$ cat config.mk
export PLATFORM = sky130hd
export DESIGN_NAME = adventure_engine_flat
export DESIGN_NICKNAME = d
export VERILOG_FILES = /design/src/rtl/adventure_engine_if.sv /design/src/rtl/adventure_engine.sv /design/src/flat_wrapper.sv
export SDC_FILE = /design/constraint.sdc
export NUM_CORES = 1
export LEC_CHECK = 0
export BUFFER_PORTS_ARGS = -buffer_cell sky130_fd_sc_hd__buf_2
export CAP_MARGIN = 20
export CORE_ASPECT_RATIO = 0.9
export CORE_MARGIN = 2
export CORE_UTILIZATION = 45
export CTS_CLUSTER_SIZE = 28
export DETAILED_ROUTE_END_ITERATION = 12
export GPL_TIMING_DRIVEN = 0
export PLACE_DENSITY = 0.76
export SETUP_SLACK_MARGIN = 0.15
export SYNTH_ARGS = -nofsm -noshare
export SYNTH_HDL_FRONTEND = slang
export SYNTH_SLANG_ARGS = --single-unit
$ cat constraint.sdc
create_clock -name clk -period 5.46 [get_ports clk]
set_clock_uncertainty 0.2 [all_clocks]
set_input_delay 0.819 -clock clk [delete_from_list [all_inputs] [get_ports clk]]
set_output_delay 0.819 -clock clk [all_outputs]
set_load 0.1 [all_outputs]
$ cat src/rtl/adventure_engine_if.sv
// Board-side bundle for the adventure engine: button request, board tables and game outputs.
// The master drives the request and tables; the slave (engine) drives the game state.
interface adventure_engine_if #(
    parameter int NUM_ROOMS = 8,
    parameter int NUM_ITEMS = 2
);
    localparam int RW = (NUM_ROOMS > 2) ? $clog2(NUM_ROOMS) : 1;
    localparam int IW = (NUM_ITEMS > 1) ? $clog2(NUM_ITEMS) : 1;
    localparam int MW = 8;

    logic                        dir_valid;
    logic [1:0]                  dir;
    logic [NUM_ROOMS*4*RW-1:0]   map_next;
    logic [NUM_ROOMS*(2+IW)-1:0] room_attr;
    logic [RW-1:0]               room;
    logic [NUM_ITEMS-1:0]        inventory;
    logic [1:0]                  status;
    logic [MW-1:0]               move_count;
    logic                        tick;
    logic                        moved;

    modport master (
        output dir_valid, dir, map_next, room_attr,
        input  room, inventory, status, move_count, tick, moved
    );

    modport slave (
        input  dir_valid, dir, map_next, room_attr,
        output room, inventory, status, move_count, tick, moved
    );
endinterface

$ cat src/rtl/adventure_engine.sv
// Table-driven room-graph game engine: press capture, tick divider and move/guard/exit rules.
// The board comes in as flat map/attribute vectors; game state only advances on tick.
module adventure_engine #(
    parameter int NUM_ROOMS  = 8,
    parameter int NUM_ITEMS  = 2,
    parameter int START_ROOM = 0,
    parameter int TICK_DIV   = 25000000,
    parameter int MAX_MOVES  = 0
) (
    input logic              clk,
    input logic              reset,
    adventure_engine_if.slave bus
);
    localparam int RW = (NUM_ROOMS > 2) ? $clog2(NUM_ROOMS) : 1;
    localparam int IW = (NUM_ITEMS > 1) ? $clog2(NUM_ITEMS) : 1;
    localparam int AW = 2 + IW;
    localparam int CW = (TICK_DIV > 1) ? $clog2(TICK_DIV) : 1;
    localparam int MW = 8;

    typedef enum logic [1:0] {
        ST_PLAY         = 2'd0,
        ST_WON          = 2'd1,
        ST_DEAD_GUARD   = 2'd2,
        ST_DEAD_TIMEOUT = 2'd3
    } status_t;

    typedef enum logic [1:0] {
        K_PLAIN = 2'd0,
        K_ITEM  = 2'd1,
        K_GUARD = 2'd2,
        K_EXIT  = 2'd3
    } kind_t;

    logic [CW-1:0]        div_cnt;
    logic                 wrap;
    logic                 dir_valid_p1;
    logic                 press_edge;
    logic                 pend_vld;
    logic [1:0]           pend_dir;
    logic                 tick_q, moved_q, moved_nxt;
    status_t              status_q, status_nxt;
    logic [RW-1:0]        room_q, room_nxt;
    logic [NUM_ITEMS-1:0] inv_q, inv_nxt;
    logic [MW-1:0]        mc_q, mc_nxt;
    logic                 guard_chk_q, guard_chk_nxt;

    logic [AW-1:0]        cur_attr, tgt_attr;
    logic [RW-1:0]        target;
    logic                 tgt_ok;
    kind_t                cur_kind, tgt_kind;
    logic [IW-1:0]        cur_item, tgt_item;

    // An item index beyond the inventory is never held, so such a guard always kills.
    function automatic logic item_held(input logic [NUM_ITEMS-1:0] inv, input logic [IW-1:0] idx);
        return (int'(idx) < NUM_ITEMS) && inv[idx];
    endfunction

    assign wrap       = (div_cnt == CW'(TICK_DIV - 1));
    assign press_edge = bus.dir_valid && !dir_valid_p1;

    always_comb begin
        status_nxt    = status_q;
        room_nxt      = room_q;
        inv_nxt       = inv_q;
        mc_nxt        = mc_q;
        guard_chk_nxt = guard_chk_q;
        moved_nxt     = 1'b0;

        cur_attr = bus.room_attr[int'(room_q)*AW +: AW];
        cur_kind = kind_t'(cur_attr[AW-1 -: 2]);
        cur_item = cur_attr[IW-1:0];
        target   = bus.map_next[(int'(room_q)*4 + int'(pend_dir))*RW +: RW];
        tgt_ok   = (int'(target) < NUM_ROOMS) && (target != room_q);
        tgt_attr = tgt_ok ? bus.room_attr[int'(target)*AW +: AW] : '0;
        tgt_kind = kind_t'(tgt_attr[AW-1 -: 2]);
        tgt_item = tgt_attr[IW-1:0];

        if (wrap) begin
            guard_chk_nxt = 1'b0;
            if (status_q == ST_PLAY) begin
                // A guard is judged one tick after entry; surviving it leaves the room usable at once.
                if (guard_chk_q && cur_kind == K_GUARD && !item_held(inv_q, cur_item)) begin
                    status_nxt = ST_DEAD_GUARD;
                end else if (pend_vld && tgt_ok) begin
                    room_nxt  = target;
                    moved_nxt = 1'b1;
                    mc_nxt    = (mc_q == '1) ? mc_q : mc_q + 1'b1;
                    case (tgt_kind)
                        K_ITEM:  if (int'(tgt_item) < NUM_ITEMS) inv_nxt[tgt_item] = 1'b1;
                        K_GUARD: guard_chk_nxt = 1'b1;
                        K_EXIT:  status_nxt = ST_WON;
                        default: ;
                    endcase
                    if (status_nxt != ST_WON && MAX_MOVES != 0 && mc_nxt == MW'(MAX_MOVES))
                        status_nxt = ST_DEAD_TIMEOUT;
                end
            end
        end
    end

    always_ff @(posedge clk) begin
        if (reset) begin
            div_cnt      <= '0;
            tick_q       <= 1'b0;
            moved_q      <= 1'b0;
            dir_valid_p1 <= 1'b0;
            pend_vld     <= 1'b0;
            status_q     <= ST_PLAY;
            room_q       <= RW'(START_ROOM);
            inv_q        <= '0;
            mc_q         <= '0;
            guard_chk_q  <= 1'b1;
        end else begin
            div_cnt      <= wrap ? '0 : div_cnt + 1'b1;
            tick_q       <= wrap;
            moved_q      <= moved_nxt;
            dir_valid_p1 <= bus.dir_valid;
            // A fresh press beats the tick's consumption, so it waits for the following tick.
            if (press_edge)
                pend_vld <= 1'b1;
            else if (wrap)
                pend_vld <= 1'b0;
            status_q     <= status_nxt;
            room_q       <= room_nxt;
            inv_q        <= inv_nxt;
            mc_q         <= mc_nxt;
            guard_chk_q  <= guard_chk_nxt;
        end
    end

    always_ff @(posedge clk) begin
        if (press_edge)
            pend_dir <= bus.dir;
    end

    assign bus.room       = room_q;
    assign bus.inventory  = inv_q;
    assign bus.status     = status_q;
    assign bus.move_count = mc_q;
    assign bus.tick       = tick_q;
    assign bus.moved      = moved_q;
endmodule

$ cat src/flat_wrapper.sv
// flat-port wrapper written by rule: the top's interface ports become plain ports
module adventure_engine_flat 
#(
    parameter int NUM_ROOMS  = 8,
    parameter int NUM_ITEMS  = 2,
    parameter int START_ROOM = 0,
    parameter int TICK_DIV   = 25000000,
    parameter int MAX_MOVES  = 0
)
  (clk, reset, bus_dir_valid, bus_dir, bus_map_next, bus_room_attr, bus_room, bus_inventory, bus_status, bus_move_count, bus_tick, bus_moved);
  adventure_engine_if #(.NUM_ROOMS(NUM_ROOMS), .NUM_ITEMS(NUM_ITEMS)) bus_i ();
  input logic clk;
  input logic reset;
  input wire logic [$bits(bus_i.dir_valid)-1:0] bus_dir_valid;
  input wire logic [$bits(bus_i.dir)-1:0] bus_dir;
  input wire logic [$bits(bus_i.map_next)-1:0] bus_map_next;
  input wire logic [$bits(bus_i.room_attr)-1:0] bus_room_attr;
  output wire logic [$bits(bus_i.room)-1:0] bus_room;
  output wire logic [$bits(bus_i.inventory)-1:0] bus_inventory;
  output wire logic [$bits(bus_i.status)-1:0] bus_status;
  output wire logic [$bits(bus_i.move_count)-1:0] bus_move_count;
  output wire logic [$bits(bus_i.tick)-1:0] bus_tick;
  output wire logic [$bits(bus_i.moved)-1:0] bus_moved;
  assign bus_i.dir_valid = bus_dir_valid;
  assign bus_i.dir = bus_dir;
  assign bus_i.map_next = bus_map_next;
  assign bus_i.room_attr = bus_room_attr;
  assign bus_room = bus_i.room;
  assign bus_inventory = bus_i.inventory;
  assign bus_status = bus_i.status;
  assign bus_move_count = bus_i.move_count;
  assign bus_tick = bus_i.tick;
  assign bus_moved = bus_i.moved;
  adventure_engine #(.NUM_ROOMS(NUM_ROOMS), .NUM_ITEMS(NUM_ITEMS), .START_ROOM(START_ROOM), .TICK_DIV(TICK_DIV), .MAX_MOVES(MAX_MOVES)) u_core (.clk(clk), .reset(reset), .bus(bus_i));
endmodule
==> metrics.cfg, run 1 <==
[hold_path]
whs_path_depth=2
hold_path.class=register to register

[synthesis]
yosys-top-cells-area=mux4_2 (24%), dfxtp_1 (18%), mux2i_1 (8.9%), nor2_1 (4.1%), xor2_1 (3.7%)
ys_ff_latch=47
synth-seq-area-share=0.193
synth_top_area_frac=0.240
yosysWarnings=0
synth_top_cell_by_area=mux4_2
syn_area_per_cell_um2=9.99
ys_async_sr_fraction=0
syn_nets=633
synth_edf_count=2
yosys_most_used_dff=dfxtp_1
synthesis.area_mm2=0.00497
syn_inst=497
yosysUniqueCellTypes=63

[worst_setup_path]
path_delay_family=compound AO/OA/AOI/OAI gates
worstPathArrival_ns=5.04
cp_data_required_time_ns=5.48
crit_top_cell=buf_2
path_cells=ha_1, inv_1, fa_1, buf_2, buf_2, buf_2, nand3_1, a31oi_1, a21oi_1, o211ai_2, xnor2_1, a41oi_2, nand2_2, or3_1, a21oi_1
max_stage_delay_ns=0.68
slowest_stage=fa_1
cp_max_fo=10
critPathKind=register to register
reg2reg_slack_ns=0.45
reg2regPathDepth=15
critPathCaptureType=register
cp.buffers_inverters=4
worstSetupPathDepth=15
crit_path_start_kind=register

[route]
ant_nets=0
via_count=4949
first_iter_violations=437
wl_per_cell_um=20.4
drc_errors=0
routed_wl_um=15900
drt-pass1-iter-count=4
avgViaCountPerCell=6.36

[run_status]
outcome=finished, final reports clean

[floorplanning]
coreArea_mm2=0.0108
die_h_um=104
die-area_mm2=0.0119
dieWidth_um=115
ios=142
num_rows=36
initial_core_util=0.459

[clocking]
ctsHoldBuffers=0
cts_made_buffers=5
cts_tree=built
clk_path_buf_depth=2
clock_insertion_delay_worst_skew_ns=0.29
cts.reportedPaths.clkPinSlew_ns=0.07
cts-root-buf=clkbuf_16
ctsHtreeMaxLevel=2
postCtsSetupBuffers=0
cts_sinks=47

[final_layout]
utilization=0.554
area_delta_synth_final_pct=20.6
final_layout_size_suffix_gt1_frac=0.372
fillers=969
diodes=0
nets=781
multiInputGateArea_mm2=0.00368
seq_area_um2=961

[sta]
setup_violations=0
min_period_ns=5.01
rsz0062_at_grt=false
slew_violations=0
hold_viol_final=0
layout_worst_path_cycle_share=0.918
maxSlewHeadroom=0.593
worst_pin_slew_ns=0.611
clock.fmax_mhz=199
fin_tns_setup_ns=0

[power]
netSwitchingPower_uw=345
vdd_ir_drop_max_uv=118
combPwrFrac=0.395
leakage_uw=0.00261
clockPowerShare=0.282
swShare=0.317
p_per_area_mw_per_mm2=182
p_int_uw=745
seqPwrFrac=0.323

[global_route]
grt_pass1_wl_um=25700
antenna_found_initial=0
grt_max_degree=14
track_usage=0.271
overflow=0
grt_pass1_vias=4870

[placement]
io_buffers=141
routabilityCongestion=0.952
hpwlAfterDp_um=12500

[job]
cap_violations=0

synth_stat cells (4+ instances only):
cell type  count
nor2_1        54
mux4_2        53
dfxtp_1       45
mux2i_1       44
nand2_1       33
nand3_1       28
inv_1         22
xor2_1        21
nand4_1       17
and3_1        12
nor2b_1       12
xnor2_1       12
ha_1          10
a21oi_1        9
buf_6          9
buf_4          7
clkbuf_1       7
buf_2          6
a22oi_1        5
a32oi_1        5
mux4_1         5
o211ai_1       5
o21ai_0        5
a31oi_1        4
and4_1         4
mux2_2         4
nand2b_1       4
or3_1          4
logic make-up after synthesis:
kind of cell	share of synthesized area
AO/OA/AOI/OAI	0.0892
XOR/XNOR	0.0615
adder cells (fa/ha/maj)	0.0292
buffers and inverters	0.0668
flip-flops	0.193
multiplexers	0.365
AND/OR/NAND/NOR	0.195
placed cells by master, fill, tap and decap left out, types with 4 or more instances in the layout:
master and instances:
a32oi_1 5, nand4_1 17, mux4_2 53, xor2_1 21, clkbuf_1 7, a31oi_1 4
mux4_1 5, or3_1 4, nand2_1 33, xnor2_1 12, and3_1 12, mux2_2 4
o21ai_0 5, inv_1 22, and4_1 4, nand2b_1 4, buf_4 7, nor2_1 54
buf_6 9, o211ai_1 5, mux2i_1 44, a21oi_1 9, nor2b_1 12, a22oi_1 5
clkbuf_16 5, ha_1 10, dfxtp_1 45, buf_2 147, nand3_1 28
area by class of cell:
| class | instances | share of cell area |
|---|---|---|
| well taps | 133 | 0.0278 |
| flip-flops and latches | 47 | 0.160 |
| plain buffers | 31 | 0.0410 |
| clock buffers | 6 | 0.0232 |
| inverters | 23 | 0.0144 |
| repair buffers | 141 | 0.118 |
| clock inverters | 1 | 0.000836 |
| multi-input cells | 396 | 0.615 |
layer usage:
| layer | vias to the layer above | part of all wire | track usage |
|---|---|---|---|
| met5 | - | 0 | 0 |
| met4 | 0 | 0.018 | 0.0577 |
| met3 | 33 | 0.10 | 0.0661 |
| met2 | 296 | 0.46 | 0.437 |
| met1 | 2405 | 0.42 | 0.372 |
| li1 | 2215 | - | - |
sequential cells by signal (all words and copies together) (netlist names):
register and count:
u_core.bus.status 2, u_core.bus.tick 1, u_core.bus.inventory 2, u_core.bus.moved 1, u_core.pend_vld 1, u_core.bus.move_count 8, u_core.div_cnt 25, u_core.guard_chk_q 1
u_core.bus.room 3, u_core.dir_valid_p1 1, u_core.pend_dir 2
path summary, 6_finish.rpt:
path / from / to
worst max-delay path: u_core.bus.room[1]$_SDFFE_PP0P_ / u_core.bus.move_count[7]$_SDFFE_PP0P_
worst min-delay path: u_core.bus.inventory[1]$_SDFFE_PP0P_ / u_core.bus.inventory[1]$_SDFFE_PP0P_
worst max register to register: u_core.bus.room[1]$_SDFFE_PP0P_ / u_core.bus.move_count[7]$_SDFFE_PP0P_
worst min register to register: u_core.bus.inventory[1]$_SDFFE_PP0P_ / u_core.bus.inventory[1]$_SDFFE_PP0P_
metrics by stage:
stage                     hold WS [ns]  worst slack, ns  cells  area (um2)  power [uW]
after floorplan                  0.230            0.835    497        4970         648
after global placement           0.242            0.626    771        5840         774
after detailed placement         0.248            0.559    771        5840         780
after CTS                        0.263            0.517    778        5980        1080
after global routing             0.282            0.166    778        5990        1140
final                            0.261            0.446    778        5990        1090
tightest hold or removal path, delay by kind of cell, from the launching register on:
family | cells | cell delay, ns
AO/OA/AOI/OAI | 1 | 0.05
buffers and inverters | 1 | 0.05
flip-flops | 1 | 0.31
timing repair:
item                                    4_1_cts  5_1_grt
endpoints found under the hold margin         0        0
endpoints found under the setup margin        0        1
resized for setup                             0        1
power by group through the flow:
stage | clock network, uW | logic (uW) | registers, uW
2_1_floorplan | 0 | 289 | 359
3_3_place_gp | 0 | 415 | 359
3_5_place_dp | 0 | 420 | 360
4_1_cts | 309 | 422 | 352
5_1_grt | 325 | 459 | 352
6_report | 307 | 431 | 352
Power figures use the tool's default switching activity.
==> run 2, diff against run 1 <==
--- a/config.mk
+++ b/config.mk
@@ -5,16 +5,18 @@
 export SDC_FILE = /design/constraint.sdc
 export NUM_CORES = 1
 export LEC_CHECK = 0
+export ABC_AREA = 1
 export BUFFER_PORTS_ARGS = -buffer_cell sky130_fd_sc_hd__buf_2
 export CAP_MARGIN = 20
-export CORE_ASPECT_RATIO = 0.9
+export CORE_ASPECT_RATIO = 1.75
 export CORE_MARGIN = 2
 export CORE_UTILIZATION = 45
 export CTS_CLUSTER_SIZE = 28
 export DETAILED_ROUTE_END_ITERATION = 12
 export GPL_TIMING_DRIVEN = 0
-export PLACE_DENSITY = 0.76
+export PLACE_DENSITY = 0.75
 export SETUP_SLACK_MARGIN = 0.15
+export SLEW_MARGIN = 20
 export SYNTH_ARGS = -nofsm -noshare
 export SYNTH_HDL_FRONTEND = slang
 export SYNTH_SLANG_ARGS = --single-unit
==> metrics.cfg, run 2 <==
[route]
avgViaCountPerCell=5.81
routed_wl_um=23200
wl_per_cell_um=18.0
first_iter_violations=513
via_count=7494
ant_nets=0
drt-pass1-iter-count=5
drc_errors=0

[synthesis]
synthesis.area_mm2=0.00547
synth_top_area_frac=0.248
ys_ff_latch=47
yosysWarnings=0
yosysMostFrequentCell=nand2_1
yosys-top-cells-area=nand2_1 (25%), nand3_1 (23%), dfxtp_1 (16%), inv_1 (5.4%), nor2_1 (3.5%)
ys_async_sr_fraction=0
synth_top_cell_by_area=nand2_1
syn_nets=1139
synth_edf_count=2
syn_area_per_cell_um2=5.45
syn_inst=1003
yosys_most_used_dff=dfxtp_1
synth_commonest_cells=nand2_1 (362), nand3_1 (255), inv_1 (78)
synth-seq-area-share=0.176
yosysUniqueCellTypes=44

[sta]
maxSlewHeadroom=0.471
rsz0062_at_grt=false
worst_pin_slew_ns=0.794
min_period_ns=4.20
clock.fmax_mhz=238
slew_violations=0
fin_tns_setup_ns=0
hold_viol_final=0
setup_violations=0
layout_worst_path_cycle_share=0.769

[global_route]
overflow=0
antenna_found_initial=0
grt_pass1_vias=7142
grt_pass1_wl_um=35000
track_usage=0.345
grt_max_degree=16

[final_layout]
final_area_mm2=0.00649
diodes=0
largest_register_ffs=25
area_delta_synth_final_pct=18.7
layout_common_cells=nand2_1 (362), nand3_1 (255), buf_2 (165)
multiInputGateArea_mm2=0.00386
fillers=1300
nets=1287
layout_commonest_cell=nand2_1
regMostFlops=u_core.div_cnt
seq_area_um2=961
final_layout_size_suffix_gt1_frac=0.185

[floorplanning]
ios=142
num_rows=53
die_h_um=150
initial_core_util=0.458
die-area_mm2=0.0131
coreArea_mm2=0.0119
dieWidth_um=87.3

[placement]
io_buffers=141
place_area_mm2=0.00635
hpwlAfterDp_um=18100
routabilityCongestion=1.02

[worst_setup_path]
critPathKind=register to register
reg2reg_slack_ns=1.26
path_cells=ha_1, ha_1, inv_1, fa_1, buf_2, clkinv_1, buf_2, nand3_1, nand3_1, nand3_1, nand2_1, nand2_1, nand2_1, nand2_1, nand2_1, nand3_4, nand3_2, nor2_1, nand3_1, nand2_1, nor2_1
startpoint=u_core.bus.room[0]$_SDFFE_PP0P_
crit_top_cell=nand2_1
reg2regPathDepth=21
cp_max_fo=10
cp.buffers_inverters=4
r2r-start=u_core.bus.room[0]$_SDFFE_PP0P_
worstPathArrival_ns=4.19
critPathCaptureType=register
cp_data_required_time_ns=5.45
r2r_end=u_core.bus.move_count[7]$_SDFFE_PP0P_
crit_path_start_kind=register
max_stage_delay_ns=0.46
slowest_stage=fa_1
path_delay_family=simple AND/OR/NAND/NOR gates

[clocking]
ctsHoldBuffers=0
cts-resized-gates=0
clock_insertion_delay_worst_skew_ns=0.29
postCtsSetupBuffers=0
clk_path_buf_depth=2
cts_made_buffers=5
ctsHtreeMaxLevel=2
cts_sinks=47
cts-root-buf=clkbuf_16
cts.reportedPaths.clkPinSlew_ns=0.07
cts_tree=built

[hold_path]
whs_path_depth=1
hold_path.class=register to register
min_from=u_core.div_cnt[0]$_SDFF_PP0_
hold_end=u_core.div_cnt[0]$_SDFF_PP0_

[power]
leakage_uw=0.00324
p_per_area_mw_per_mm2=181
vdd_ir_drop_max_uv=298
power.total_uw=1170

[job]
cap_violations=0

[run_status]
outcome=finished, final reports clean

run 2: cell count changes after synthesis, moves of 16 or more:
cell / delta
o21ai_0: +16
nand2_1: +329
nand3_1: +227
a21oi_1: +29
mux4_2: -53
buf_2: +18
inv_1: +56
mux2i_1: -44
xor2_1: -17
nor3_1: +16
run 2: kinds of logic (layout without fill, tap and decap cells):
family,after synthesis,in the layout,synth area share
flops,47,47,0.176
simple gates,723,723,0.584
xor+xnor,6,6,0.0124
buf+inv,136,285,0.118
compound gates,80,80,0.0828
fa+ha+maj,11,11,0.0265
run 2: report_power, final:
part	leakage [uW]	switching, uW	internal (uW)	total, uW
registers	0.000383	2.91	349	352
logic	0.00279	340	174	514
clock network	0.0000675	137	172	308
total	0.00324	480	695	1170
run 2: final cells by class:
cell class | count | area share
flip-flops and latches | 47 | 0.148
clock inverters | 2 | 0.00251
clock buffers | 6 | 0.0199
inverters | 86 | 0.0505
plain buffers | 50 | 0.0492
well taps | 137 | 0.0264
multi-input cells | 820 | 0.595
repair buffers | 141 | 0.109
run 2: worst reg2reg max path: stages, from the launching register on:
cell	delay [ns]
dfxtp_1	0.40
ha_1	0.33
ha_1	0.17
inv_1	0.06
fa_1	0.46
buf_2	0.25
clkinv_1	0.37
buf_2	0.35
nand3_1	0.16
nand3_1	0.13
nand3_1	0.11
nand2_1	0.06
nand2_1	0.07
nand2_1	0.16
nand2_1	0.11
nand2_1	0.09
nand3_4	0.13
nand3_2	0.16
nor2_1	0.17
nand3_1	0.08
nand2_1	0.07
nor2_1	0.04
run 2: metal layers:
metal  part of all wire  global-route usage  up-vias
met5                  0                   0        -
met1               0.33               0.334     3338
met4              0.076               0.250        0
li1                   -                   -     3619
met3              0.076              0.0513      118
met2               0.51               0.638      419
run 2: stage by stage:
| stage | std cells | utilization | hold slack [ns] | setup WS (ns) |
|---|---|---|---|---|
| detailed placement | 1281 | 0.532 | 0.246 | 1.31 |
| finish | 1289 | 0.544 | 0.252 | 1.26 |
| CTS | 1289 | 0.544 | 0.261 | 1.29 |
| global placement | 1281 | 0.532 | 0.234 | 1.33 |
| floorplan | 1003 | - | 0.218 | 1.42 |
| global route | 1289 | 0.544 | 0.285 | 0.958 |
run 2: how the worst max path moves through the flow:
stage / to / slack (ns) / cells after the start
2_1_floorplan: u_core.bus.move_count[7]$_SDFFE_PP0P_ / 1.42 / 20
3_3_place_gp: u_core.bus.move_count[7]$_SDFFE_PP0P_ / 1.33 / 21
3_5_place_dp: u_core.bus.inventory[1]$_SDFFE_PP0P_ / 1.31 / 20
4_1_cts: u_core.bus.inventory[1]$_SDFFE_PP0P_ / 1.29 / 20
5_1_grt: u_core.bus.inventory[1]$_SDFFE_PP0P_ / 0.96 / 20
6_report: u_core.bus.move_count[7]$_SDFFE_PP0P_ / 1.26 / 21
==> run 3, diff against run 2 <==
==> constraint.sdc (replaced) <==
create_clock -name clk -period 4.2 [get_ports clk]
set_clock_uncertainty 0.2 [all_clocks]
set_input_delay 0.63 -clock clk [delete_from_list [all_inputs] [get_ports clk]]
set_output_delay 0.63 -clock clk [all_outputs]
set_load 0.1 [all_outputs]
==> metrics.cfg, run 3 (synthesized netlist as in run 2, its figures left out) <==
[global_route]
antenna_found_initial=0
grt_max_degree=16
track_usage=0.345
grt_use_met2=0.638
top_usage_layer=met2
grt_pass1_wl_um=35000
overflow=0
grt_pass1_vias=7142
grt_use_met3=0.0513
met1_usage=0.334

[worst_setup_path]
crit_path_start_kind=register
cp_max_fo=10
critPathKind=register to register
reg2regPathDepth=18
critPathCaptureType=register
worstPathArrival_ns=3.89
cp_data_required_time_ns=4.21
r2r-start=u_core.pend_dir[1]$_DFFE_PP_
reg2reg_slack_ns=0.33
r2r_end=u_core.bus.inventory[1]$_SDFFE_PP0P_

[final_layout]
layout_common_cells=nand2_1 (361), nand3_1 (255), buf_2 (164)
final_layout_size_suffix_gt1_frac=0.189
utilization=0.546
largest_register_ffs=25
layout_commonest_cell=nand2_1
fillers=1299
diodes=0
multiInputGateArea_mm2=0.00387
seq_area_um2=963
area_delta_synth_final_pct=19.1
regMostFlops=u_core.div_cnt
nets=1287

[sta]
fin_ws_ns=0.326
maxSlewHeadroom=0.461
setup_violations=0
holdWs_ns=0.252
layout_worst_path_cycle_share=0.922
slew_violations=0
hold_viol_final=0
worst_pin_slew_ns=0.808
rsz0062_at_grt=false
min_period_ns=3.87
clock.fmax_mhz=258
fin_tns_setup_ns=0

[floorplanning]
die_h_um=150
die-area_mm2=0.0131
initial_core_util=0.458
ios=142
coreArea_mm2=0.0119
num_rows=53
dieWidth_um=87.3

[hold_path]
whs_path_depth=1
hold_path.class=register to register
hold_end=u_core.div_cnt[0]$_SDFF_PP0_
min_from=u_core.div_cnt[0]$_SDFF_PP0_

[clocking]
clk_path_buf_depth=2
postCtsSetupBuffers=0
clock_insertion_delay_worst_skew_ns=0.29
cts.reportedPaths.clkPinSlew_ns=0.07
cts-root-buf=clkbuf_16
cts_tree=built
ctsHtreeMaxLevel=2
cts_made_buffers=5
cts_sinks=47

[power]
power.total_uw=1530
leakage_uw=0.00325
vdd_ir_drop_max_uv=385
p_per_area_mw_per_mm2=234

[placement]
hpwlAfterDp_um=18100
place_ws_ns=0.0459
routabilityCongestion=1.02
io_buffers=141

[job]
cap_violations=0

[route]
first_iter_violations=528
avgViaCountPerCell=5.75
routed_wl_um=23100
drt-pass1-iter-count=6
ant_nets=0
via_count=7417
drc_errors=0
wl_per_cell_um=17.9

[run_status]
outcome=finished, final reports clean

[run 3: cell types whose count changed in the layout (fill, tap and decap cells not counted)]
cell	before	now
clkbuf_4	0	2
nand2_2	4	5
buf_1	4	3
dfxtp_1	45	43
xnor2_4	0	1
dfxtp_2	0	2
inv_4	2	3
nand2_1	362	361
buf_2	165	164
clkinv_1	4	3
xnor2_2	1	0
[run 3: worst max-delay path, cell delays in order (launching register included)]
cell	delay [ns]
edfxtp_1	0.40
ha_1	0.29
ha_1	0.31
buf_2	0.27
buf_1	0.65
nand3_1	0.17
nand3_1	0.13
nand3_1	0.14
nand3_1	0.12
nand2_1	0.07
inv_2	0.05
nand2_2	0.11
nand2_1	0.10
nand2_1	0.08
nand3_4	0.15
nand3_1	0.14
nor2_2	0.15
nand3_1	0.10
a21oi_1	0.15
[run 3: per-stage QoR]
| stage | instances | area, um2 |
|---|---|---|
| after global routing | 1289 | 6520 |
| after CTS | 1289 | 6490 |
| after floorplan | 1003 | 5470 |
| after global placement | 1281 | 6350 |
| final | 1289 | 6520 |
| after detailed placement | 1281 | 6350 |
[run 3: where the power goes]
| part | leakage [uW] | internal (uW) | switching, uW |
|---|---|---|---|
| Combinational | 0.00280 | 228 | 442 |
| Clock | 0.0000675 | 223 | 176 |
| Sequential | 0.000384 | 453 | 3.71 |
[run 3: worst max-delay path by stage]
| stage | startpoint | to | cells past startpoint |
|---|---|---|---|
| 2_1_floorplan | u_core.bus.room[0]$_SDFFE_PP0P_ | u_core.bus.move_count[7]$_SDFFE_PP0P_ | 20 |
| 3_3_place_gp | u_core.bus.room[0]$_SDFFE_PP0P_ | u_core.bus.move_count[7]$_SDFFE_PP0P_ | 21 |
| 3_5_place_dp | u_core.bus.room[0]$_SDFFE_PP0P_ | u_core.bus.inventory[1]$_SDFFE_PP0P_ | 20 |
| 4_1_cts | u_core.bus.room[1]$_SDFFE_PP0P_ | u_core.bus.inventory[1]$_SDFFE_PP0P_ | 17 |
| 5_1_grt | u_core.pend_dir[1]$_DFFE_PP_ | u_core.bus.inventory[1]$_SDFFE_PP0P_ | 18 |
| 6_report | u_core.pend_dir[1]$_DFFE_PP_ | u_core.bus.inventory[1]$_SDFFE_PP0P_ | 18 |
[run 3: repair_timing]
action	4_1_cts	5_1_grt
gates cloned	0	0
setup endpoints to repair	9	15
hold endpoints to repair	0	0
hold buffers	0	0
resized for setup	2	7
[run 3: per-layer routing]
metal	up-vias	share of wire
li1	3613	-
met1	3290	0.33
met2	400	0.52
met3	114	0.077
met4	0	0.078
met5	-	0
[run 3: cell type report]
class                           count  area share
Timing Repair Buffer              141       0.108
Clock buffer                        6      0.0198
Inverter                           86      0.0507
Buffer                             50      0.0499
Tap cell                          137      0.0263
Sequential cell                    47       0.148
Clock inverter                      2     0.00250
Multi-Input combinational cell    820       0.595
